<file path="config.mk">
export PLATFORM = sky130hd
export DESIGN_NAME = parallel_serializer
export DESIGN_NICKNAME = d
export VERILOG_FILES = /design/src/rtl/parallel_serializer.sv
export SDC_FILE = /design/constraint.sdc
export NUM_CORES = 1
export LEC_CHECK = 0
export CORE_MARGIN = 10
export CORE_UTILIZATION = 39
export CTS_CLUSTER_SIZE = 25
export DETAILED_ROUTE_END_ITERATION = 6
export PLACE_DENSITY = 0.82
export SLEW_MARGIN = 20
export SYNTH_ARGS = -nofsm -noshare
export SYNTH_HDL_FRONTEND = slang
export SYNTH_SLANG_ARGS = --single-unit
export TNS_END_PERCENT = 20
</file>
<file path="constraint.sdc">
create_clock -name clock -period 1.13 [get_ports clock]
set_input_delay 0.113 -clock clock [delete_from_list [all_inputs] [get_ports clock]]
set_output_delay 0.113 -clock clock [all_outputs]
set_load 0.01 [all_outputs]
</file>
<file path="src/rtl/parallel_serializer.sv">
// ============================================================================
//  Module   : parallel_serializer
//  Brief    : Splits each WIDTH-bit word into WIDTH/OUT_WIDTH slices on a
//             valid/ready stream; next word can load with no bubble.
//  Revision : 1.0
// ============================================================================
`default_nettype none

module parallel_serializer #(
  parameter int WIDTH     = 16,
  parameter int OUT_WIDTH = 8,
  parameter bit MSB_FIRST = 1'b1
) (
  input  logic                 clock,
  input  logic                 reset_n,
  input  logic [WIDTH-1:0]     data_in,
  input  logic                 write_in,
  output logic                 write_ready,
  output logic [OUT_WIDTH-1:0] data_out,
  output logic                 write_out,
  output logic                 last_out,
  input  logic                 next_ready
);

  localparam int BEATS = WIDTH / OUT_WIDTH;
  localparam int CNT_W = (BEATS > 1) ? $clog2(BEATS) : 1;
  localparam logic [CNT_W-1:0] LAST_BEAT   = CNT_W'(BEATS - 1);
  localparam logic [CNT_W-1:0] PENULT_BEAT = CNT_W'(BEATS - 2);

  typedef enum logic [0:0] {
    IDLE  = 1'b0,
    SHIFT = 1'b1
  } state_t;

  state_t             state;
  logic [WIDTH-1:0]   shreg;
  logic [CNT_W-1:0]   beat;

  // Slice that leaves first, and the word shifted so the next slice is at the head.
  function automatic logic [OUT_WIDTH-1:0] head(input logic [WIDTH-1:0] w);
    if (MSB_FIRST) return w[WIDTH-1 -: OUT_WIDTH];
    else           return w[OUT_WIDTH-1:0];
  endfunction

  function automatic logic [WIDTH-1:0] advance(input logic [WIDTH-1:0] w);
    if (MSB_FIRST) return w << OUT_WIDTH;
    else           return w >> OUT_WIDTH;
  endfunction

  // Ready while idle, or when the final slice is leaving this very cycle.
  assign write_ready = ~write_out | (last_out & next_ready);

  always_ff @(posedge clock or negedge reset_n) begin
    if (!reset_n) begin
      state     <= IDLE;
      shreg     <= '0;
      beat      <= '0;
      data_out  <= '0;
      write_out <= 1'b0;
      last_out  <= 1'b0;
    end else begin
      case (state)
        IDLE: begin
          if (write_in) begin
            shreg     <= advance(data_in);
            data_out  <= head(data_in);
            write_out <= 1'b1;
            last_out  <= 1'b0;
            beat      <= '0;
            state     <= SHIFT;
          end
        end
        SHIFT: begin
          if (next_ready) begin
            if (beat != LAST_BEAT) begin
              shreg    <= advance(shreg);
              data_out <= head(shreg);
              beat     <= beat + 1'b1;
              last_out <= (beat == PENULT_BEAT);
            end else if (write_in) begin
              shreg     <= advance(data_in);
              data_out  <= head(data_in);
              write_out <= 1'b1;
              last_out  <= 1'b0;
              beat      <= '0;
            end else begin
              shreg     <= '0;
              data_out  <= '0;
              write_out <= 1'b0;
              last_out  <= 1'b0;
              beat      <= '0;
              state     <= IDLE;
            end
          end
        end
        default: state <= IDLE;
      endcase
    end
  end

endmodule

`default_nettype wire

</file>
==> out/results.txt, run 1 <==
fin util -> 65.5%
final HPWL from detailed placement -> 1720 um
run status -> finished, violations left
Place WS -> -0.274 ns
time the worst path needs with I/O delays and setup -> 1.29 ns
clock sinks -> 19
mean cell area of the mapped netlist -> 12.5 um2
largest stage delay on the critical path -> 0.42 ns
DRC errors left -> 0
maximum number of pins on one net before global-route repair -> 20
starting density of the core -> 42.4%
std cell rows -> 16
antenna fix cells -> 0
cts bufs inserted -> 3
critical path cell sequence -> buf_4 -> buf_4 -> buf_4 -> xor2_1 -> a22o_2
Switching Share -> 34.5%
Slew Limit Fails -> 0
count of nets left with antenna violations after detail routing -> 0
wire per inst -> 15.3 um
vias after detailed routing -> 721
Iter 0 DRT Violations -> 4
drt pass-1 iters -> 4
initial antenna violation count -> 0
kind of launch point of the worst setup path -> register
fraction of layout instances using a drive strength above 1 -> 28.4%
Chip Width -> 67.1 um
maximum clock path buffer count -> 2
standard cell core area -> 2040 um2
GRT overflow -> 0
worst hold margin -> 0.141 ns
worst min path class -> input pin to async pin
Mapped Area -> 866 um2
GR met3 Demand/Resource -> 4.85%
Clk network pwr share -> 11.6%
worst vdd rail ir drop -> 1.68 mV
weighted congestion at the end of routability-driven global placement -> 0.696
warning count from the yosys run -> 0
Internal Dissipation -> 1.93 mW
dominant cell type by count on the critical path -> sky130_fd_sc_hd__buf_4
met1 capacity usage during global routing -> 10.2%
flop and latch count out of synthesis -> 19
share of power burned in combinational logic -> 52.0%
data arrival time of the critical path -> 1.49 ns
sequential cell fraction of total power -> 36.3%
worst-case clock skew -> 0.00135 ns
Top delay family on crit path -> flip-flops
violated checks -> setup timing
CTS Hold Bufs -> 0
sequential-to-total area share from yosys stat -> 54.9%
Cell variety after synth -> 20
worst-margin pin slew -> 0.300 ns
met2 Use GR -> 19.4%
crit path max fanout -> 2
post-route clock period utilization -> 115%
power density normalized to cell area -> 2210 nW/um2
drt total wl -> 2190 um
Worst Path Required -> 1.33 ns
worst-case setup margin in the final layout -> -0.165 ns
Die Footprint -> 4500 um2
Area growth syn-to-layout -> 54.5%
worst relative slew slack -> 80.0%
crit path capture type -> register
port buffer count -> 30
number of instances in the synthesized netlist -> 69
buffer type at the clock tree root -> sky130_fd_sc_hd__clkbuf_4
worst-skew pair later-pin latency -> 0.30 ns
top achievable clock speed -> 772 MHz
total nets after synthesis -> 89
GR Util All Layers -> 10.2%
first-pass GRT wire length -> 3640 um
switching power summed over all nets -> 1.02 mW
Final Setup Violations -> 12
GRT busiest layer -> met2
maximum level of the CTS H-tree -> 1
TritonCTS clock tree -> done
via/cell ratio -> 5.04
fin nets -> 137
leakage component of the power -> 0.634 nW
worst path buffer plus inverter count -> 3
clock transition at the register clock pins on the worst setup and hold paths after CTS -> 0.11 ns
vias in the first global route -> 818
setup repair after global routing missed its margin -> true
max-cap check violation count -> 0
Crit Path Category -> register to register
die height -> 67.1 um
Critical-path top delay cell -> sky130_fd_sc_hd__dfrtp_2
post-route setup TNS -> -1.21 ns
Ports -> 31
Final Hold Fails -> 0
==> state kept, by name (all words and copies together) (netlist names) <==
signal	flops
beat	1
data_out	8
shreg	8
write_out	1
state	1
==> layout by cell type, fill, tap and decap left out, drive strengths merged <==
master	count
a31oi	1
clkbuf	3
xor2	1
nor2b	1
a21o	1
inv	2
clkdlybuf4s15	6
dfrtp	19
dlygate4sd2	3
o21ai	8
o22ai	1
clkdlybuf4s50	19
nor2	1
a21boi	1
a21oi	1
nand2	10
a22o	9
buf	18
nand3	1
clkinv	1
mux2i	9
==> power groups by stage <==
| stage | combinational, mW | sequential (mW) | clock [mW] |
|---|---|---|---|
| 2_1_floorplan | 0.656 | 1.17 | 0 |
| 3_3_place_gp | 1.40 | 1.10 | 0 |
| 3_5_place_dp | 1.44 | 1.13 | 0 |
| 4_1_cts | 1.44 | 1.08 | 0.355 |
| 5_1_grt | 1.66 | 1.11 | 0.385 |
| 6_report | 1.53 | 1.07 | 0.343 |
==> timing repair <==
action	CTS	global route
resized for setup	20	8
setup endpoints to repair	27	24
pin swaps	11	8
setup buffers	3	2
==> worst paths after layout <==
| kind | start | to | slack (ns) | cells after the start |
|---|---|---|---|---|
| hold reg to reg | data_out[7] | data_out[7] | 0.49 | 2 |
| setup / recovery | beat | beat | -0.16 | 5 |
| min in group clock | data_in[7] | shreg[15] | 0.41 | 2 |
| max in group asynchronous | reset_n | state | 0.77 | 2 |
| setup reg to reg | beat | beat | -0.16 | 5 |
| hold / removal | reset_n | data_out[3] | 0.14 | 2 |
==> per-layer routing <==
metal / wire length [um] / share of wire, %
met5: 0 / 0
met2: 1160 / 53
met3: 210 / 9.6
met1: 792 / 36
met4: 31 / 1.4
==> worst reg2reg max path, delay by kind of cell (launching register included) <==
kind                      cells  cell delay, ns
DFF                           1            0.42
xor gates and xnor gates      1            0.15
AOI/OAI and AO/OA             1            0.23
buffers and inverters         3            0.39
==> cell type report <==
class                      instances  area, um2
fill                             179        704
multi-input combinational         45        360
clock inverter                     1       5.00
sequential                        19        478
clock buffer                       3       22.5
tap                               27       33.8
inverter                           2       7.51
timing repair buffer              46        430
==> per-stage QoR <==
step,total power [mW],instance area (um2),instances
after floorplan,1.83,875,69
after CTS,2.88,1310,141
after global placement,2.50,1270,134
after detailed placement,2.57,1270,134
final,2.95,1340,143
after global routing,3.15,1340,143
==> synthesized netlist by cell type <==
| master | instances | area (um2) |
|---|---|---|
| sky130_fd_sc_hd__a21boi_4 | 1 | 18.8 |
| sky130_fd_sc_hd__a21o_2 | 1 | 8.76 |
| sky130_fd_sc_hd__a21oi_1 | 1 | 5.00 |
| sky130_fd_sc_hd__a22o_1 | 8 | 70.1 |
| sky130_fd_sc_hd__a22o_2 | 1 | 10.0 |
| sky130_fd_sc_hd__a31oi_1 | 1 | 6.26 |
| sky130_fd_sc_hd__buf_6 | 3 | 33.8 |
| sky130_fd_sc_hd__dfrtp_1 | 19 | 475 |
| sky130_fd_sc_hd__inv_1 | 2 | 7.51 |
| sky130_fd_sc_hd__mux2i_1 | 8 | 80.1 |
| sky130_fd_sc_hd__mux2i_4 | 1 | 22.5 |
| sky130_fd_sc_hd__nand2_1 | 9 | 33.8 |
| sky130_fd_sc_hd__nand2_2 | 1 | 6.26 |
| sky130_fd_sc_hd__nand3_1 | 1 | 5.00 |
| sky130_fd_sc_hd__nor2_1 | 1 | 3.75 |
| sky130_fd_sc_hd__nor2b_1 | 1 | 6.26 |
| sky130_fd_sc_hd__o21ai_1 | 7 | 35.0 |
| sky130_fd_sc_hd__o21ai_2 | 1 | 8.76 |
| sky130_fd_sc_hd__o22ai_4 | 1 | 20.0 |
| sky130_fd_sc_hd__xor2_1 | 1 | 8.76 |
==> kinds of logic (layout without fill, tap and decap cells) <==
logic type	after synthesis	in the layout	share of synthesized area (%)
buffers and inverters	5	52	4.77
multiplexers	9	9	11.8
AO/OA/AOI/OAI	22	22	21.1
flip-flops	19	19	54.9
XOR/XNOR	1	1	1.01
AND/OR/NAND/NOR	13	13	6.36
No activity file was read; power rests on OpenSTA's default activity.
==> inputs of run 2 (changes only) <==
--- a/config.mk
+++ b/config.mk
@@ -5,6 +5,7 @@
 export SDC_FILE = /design/constraint.sdc
 export NUM_CORES = 1
 export LEC_CHECK = 0
+export CAP_MARGIN = 0
 export CORE_MARGIN = 10
 export CORE_UTILIZATION = 39
 export CTS_CLUSTER_SIZE = 25
==> results of run 2 <==
Final layout, timing and power as in run 1 (identical DEF).
==> inputs of run 3 (changes only) <==
--- a/config.mk
+++ b/config.mk
@@ -6,7 +6,6 @@
 export NUM_CORES = 1
 export LEC_CHECK = 0
 export CAP_MARGIN = 0
-export CORE_MARGIN = 10
 export CORE_UTILIZATION = 39
 export CTS_CLUSTER_SIZE = 25
 export DETAILED_ROUTE_END_ITERATION = 6
==> run 3 against run 2 <==
The run still ends with setup timing left. Clock-buffer cell count rose by 1. Sequential cell count unchanged. Worst setup slack better by 0.062 ns. Critical endpoint is now data_out[3]. Clock skew is 0.00052 ns lower. Critical path depth unchanged. Non-clock buffer count is 4 lower. Highest routed layer unchanged. Global-route usage rose by 10 points. Worst hold slack improved by 0.015 ns.
==> out/results.txt, run 3 (synthesis results as in run 1) <==
run status -> finished, violations left (unchanged)
violated checks -> setup timing (unchanged)
highest-count cells in the layout ignoring fill and taps -> 19 x sky130_fd_sc_hd__clkdlybuf4s50_1, 17 x sky130_fd_sc_hd__dfrtp_1, 9 x sky130_fd_sc_hd__nand2_1 (was 19 x sky130_fd_sc_hd__clkdlybuf4s50_1, 17 x sky130_fd_sc_hd__dfrtp_1, 12 x sky130_fd_sc_hd__buf_4)
port buffer count -> 30 (unchanged)
sequential cell fraction of total power -> 38.6% (was 36.3%)
Final Setup Violations -> 10 (was 12)
post-route clock period utilization -> 109% (was 115%)
Largest regs -> data_out x8, shreg x8 (unchanged)
count of nets left with antenna violations after detail routing -> 0 (unchanged)
end point of the critical path -> data_out[3] (was beat)
worst vdd rail ir drop -> 0.985 mV (was 1.68 mV)
top achievable clock speed -> 811 MHz (was 772 MHz)
worst-case setup margin in the final layout -> -0.103 ns (was -0.165 ns)
clock transition at the register clock pins on the worst setup and hold paths after CTS -> 0.10 ns (was 0.11 ns)
Internal Dissipation -> 1.86 mW (was 1.93 mW)
standard cell core area -> 2020 um2 (was 2040 um2)
Switching Share -> 34.2% (was 34.5%)
final HPWL from detailed placement -> 1440 um (was 1720 um)
wire per inst -> 13.7 um (was 15.3 um)
std cell rows -> 16 (unchanged)
share of power burned in combinational logic -> 49.7% (was 52.0%)
drt total wl -> 1900 um (was 2190 um)
max-cap check violation count -> 0 (unchanged)
worst-margin pin slew -> 0.307 ns (was 0.300 ns)
initial antenna violation count -> 0 (unchanged)
clock sinks -> 19 (unchanged)
register area -> 478 um2 (unchanged)
Post-Place Cell Area -> 1280 um2 (was 1270 um2)
Critical-path top delay cell -> sky130_fd_sc_hd__dfrtp_2 (unchanged)
GR Util All Layers -> 20.5% (was 10.2%)
GRT overflow -> 0 (unchanged)
vias in the first global route -> 763 (was 818)
via/cell ratio -> 4.97 (was 5.04)
final instance area -> 1320 um2 (was 1340 um2)
number of gates on the worst path with buffers counted -> 5 (unchanged)
TritonCTS clock tree -> done (unchanged)
switching power summed over all nets -> 962 uW (was 1.02 mW)
maximum level of the CTS H-tree -> 1 (unchanged)
worst relative slew slack -> 79.5% (was 80.0%)
Top delay family on crit path -> flip-flops (unchanged)
crit path capture type -> register (unchanged)
Chip Width -> 49.1 um (was 67.1 um)
worst path buffer plus inverter count -> 2 (was 3)
drt pass-1 iters -> 4 (unchanged)
Worst Path Required -> 1.30 ns (was 1.33 ns)
Slew Limit Fails -> 0 (unchanged)
worst-case clock skew -> 0.000833 ns (was 0.00135 ns)
Clk network pwr share -> 11.7% (was 11.6%)
kind of launch point of the worst setup path -> register (unchanged)
Final Hold Fails -> 0 (unchanged)
post-route setup TNS -> -0.822 ns (was -1.21 ns)
r2r startpoint -> beat (unchanged)
fill count -> 161 (was 179)
Area growth syn-to-layout -> 52.2% (was 54.5%)
vias after detailed routing -> 691 (was 721)
beginning of the critical path -> beat (unchanged)
logic depth of the worst register-to-register path -> 5 (unchanged)
buffer type at the clock tree root -> sky130_fd_sc_hd__clkbuf_4 (unchanged)
worst min path class -> input pin to async pin (unchanged)
leakage component of the power -> 0.626 nW (was 0.634 nW)
worst-skew pair later-pin latency -> 0.29 ns (was 0.30 ns)
weighted congestion at the end of routability-driven global placement -> 0.798 (was 0.696)
most frequent standard cell in the layout excluding fill and tap cells -> sky130_fd_sc_hd__clkdlybuf4s50_1 (unchanged)
first-pass GRT wire length -> 3630 um (was 3640 um)
largest stage delay on the critical path -> 0.44 ns (was 0.42 ns)
DRC errors left -> 0 (unchanged)
power density normalized to cell area -> 2140 nW/um2 (was 2210 nW/um2)
reg-to-reg endpoint -> data_out[3] (was beat)
data arrival time of the critical path -> 1.41 ns (was 1.49 ns)
Crit Path Category -> register to register (unchanged)
maximum clock path buffer count -> 2 (unchanged)
cts bufs inserted -> 3 (unchanged)
antenna fix cells -> 0 (unchanged)
starting density of the core -> 42.8% (was 42.4%)
Iter 0 DRT Violations -> 4 (unchanged)
die height -> 49.1 um (was 67.1 um)
fin nets -> 133 (was 137)
critical path cell sequence -> buf_6 -> nor2b_4 -> buf_12 -> mux2i_1 -> o21ai_1 (was buf_4 -> buf_4 -> buf_4 -> xor2_1 -> a22o_2)
fraction of layout instances using a drive strength above 1 -> 25.0% (was 28.4%)
setup repair after global routing missed its margin -> true (unchanged)
maximum number of pins on one net before global-route repair -> 20 (unchanged)
time the worst path needs with I/O delays and setup -> 1.23 ns (was 1.29 ns)
Die Footprint -> 2410 um2 (was 4500 um2)
crit path max fanout -> 6 (was 2)
area of the multi-input gates -> 369 um2 (was 360 um2)
internal reg-to-reg setup slack -> -0.10 ns (was -0.16 ns)
Ports -> 31 (unchanged)
## run 3: layout make-up
class | count | area share (%)
Clock buffer | 4 | 1.99
Sequential cell | 19 | 36.3
Tap cell | 27 | 2.56
Multi-Input combinational cell | 45 | 28.0
Inverter | 2 | 0.570
Timing Repair Buffer | 42 | 30.6
## run 3: through the flow
stage | utilization, % | total power, mW | worst slack, ns | std cells | hold slack, ns
floorplan | - | 1.83 | -0.0258 | 69 | -0.183
global placement | 63.4 | 2.51 | -0.237 | 134 | 0.465
detailed placement | 63.4 | 2.57 | -0.252 | 134 | 0.471
CTS | 64.5 | 2.81 | -0.133 | 139 | 0.150
global route | 65.2 | 3.02 | -0.187 | 139 | 0.146
finish | 65.2 | 2.82 | -0.103 | 139 | 0.156
## run 3: worst reg2reg max path: stages, from the launching register on
cell and delay (ns):
sky130_fd_sc_hd__dfrtp_2 0.44, sky130_fd_sc_hd__buf_6 0.13, sky130_fd_sc_hd__nor2b_4 0.13, sky130_fd_sc_hd__buf_12 0.14, sky130_fd_sc_hd__mux2i_1 0.20, sky130_fd_sc_hd__o21ai_1 0.07
## run 3: worst min path at each step
stage                              to  startpoint
after CTS                   shreg[11]     reset_n
after floorplan                  beat     reset_n
after detailed placement  data_out[1]     reset_n
after global placement    data_out[1]     reset_n
after global routing      data_out[1]     reset_n
final                     data_out[1]     reset_n
## run 3: power by group through the flow
| stage | clock network [mW] | registers [mW] | logic [mW] |
|---|---|---|---|
| global placement | 0 | 1.10 | 1.41 |
| CTS | 0.348 | 1.08 | 1.38 |
| finish | 0.331 | 1.09 | 1.40 |
| detailed placement | 0 | 1.11 | 1.46 |
| global route | 0.380 | 1.12 | 1.52 |
| floorplan | 0 | 1.17 | 0.656 |
## run 3: timing repair
action / in CTS / in global routing
hold buffers: 0 / 0
cloned: 0 / 0
buffers inserted: 1 / 0
gates resized for setup: 17 / 5
setup endpoints to repair: 29 / 21
pin swaps: 11 / 9
## run 3: routing by layer
layer	vias up	share of wire (%)	track usage [%]
li1	335	-	-
met1	331	43	24.8
met2	21	50	34.0
met3	4	4.3	3.74
met4	0	2.1	11.3
met5	-	0	0
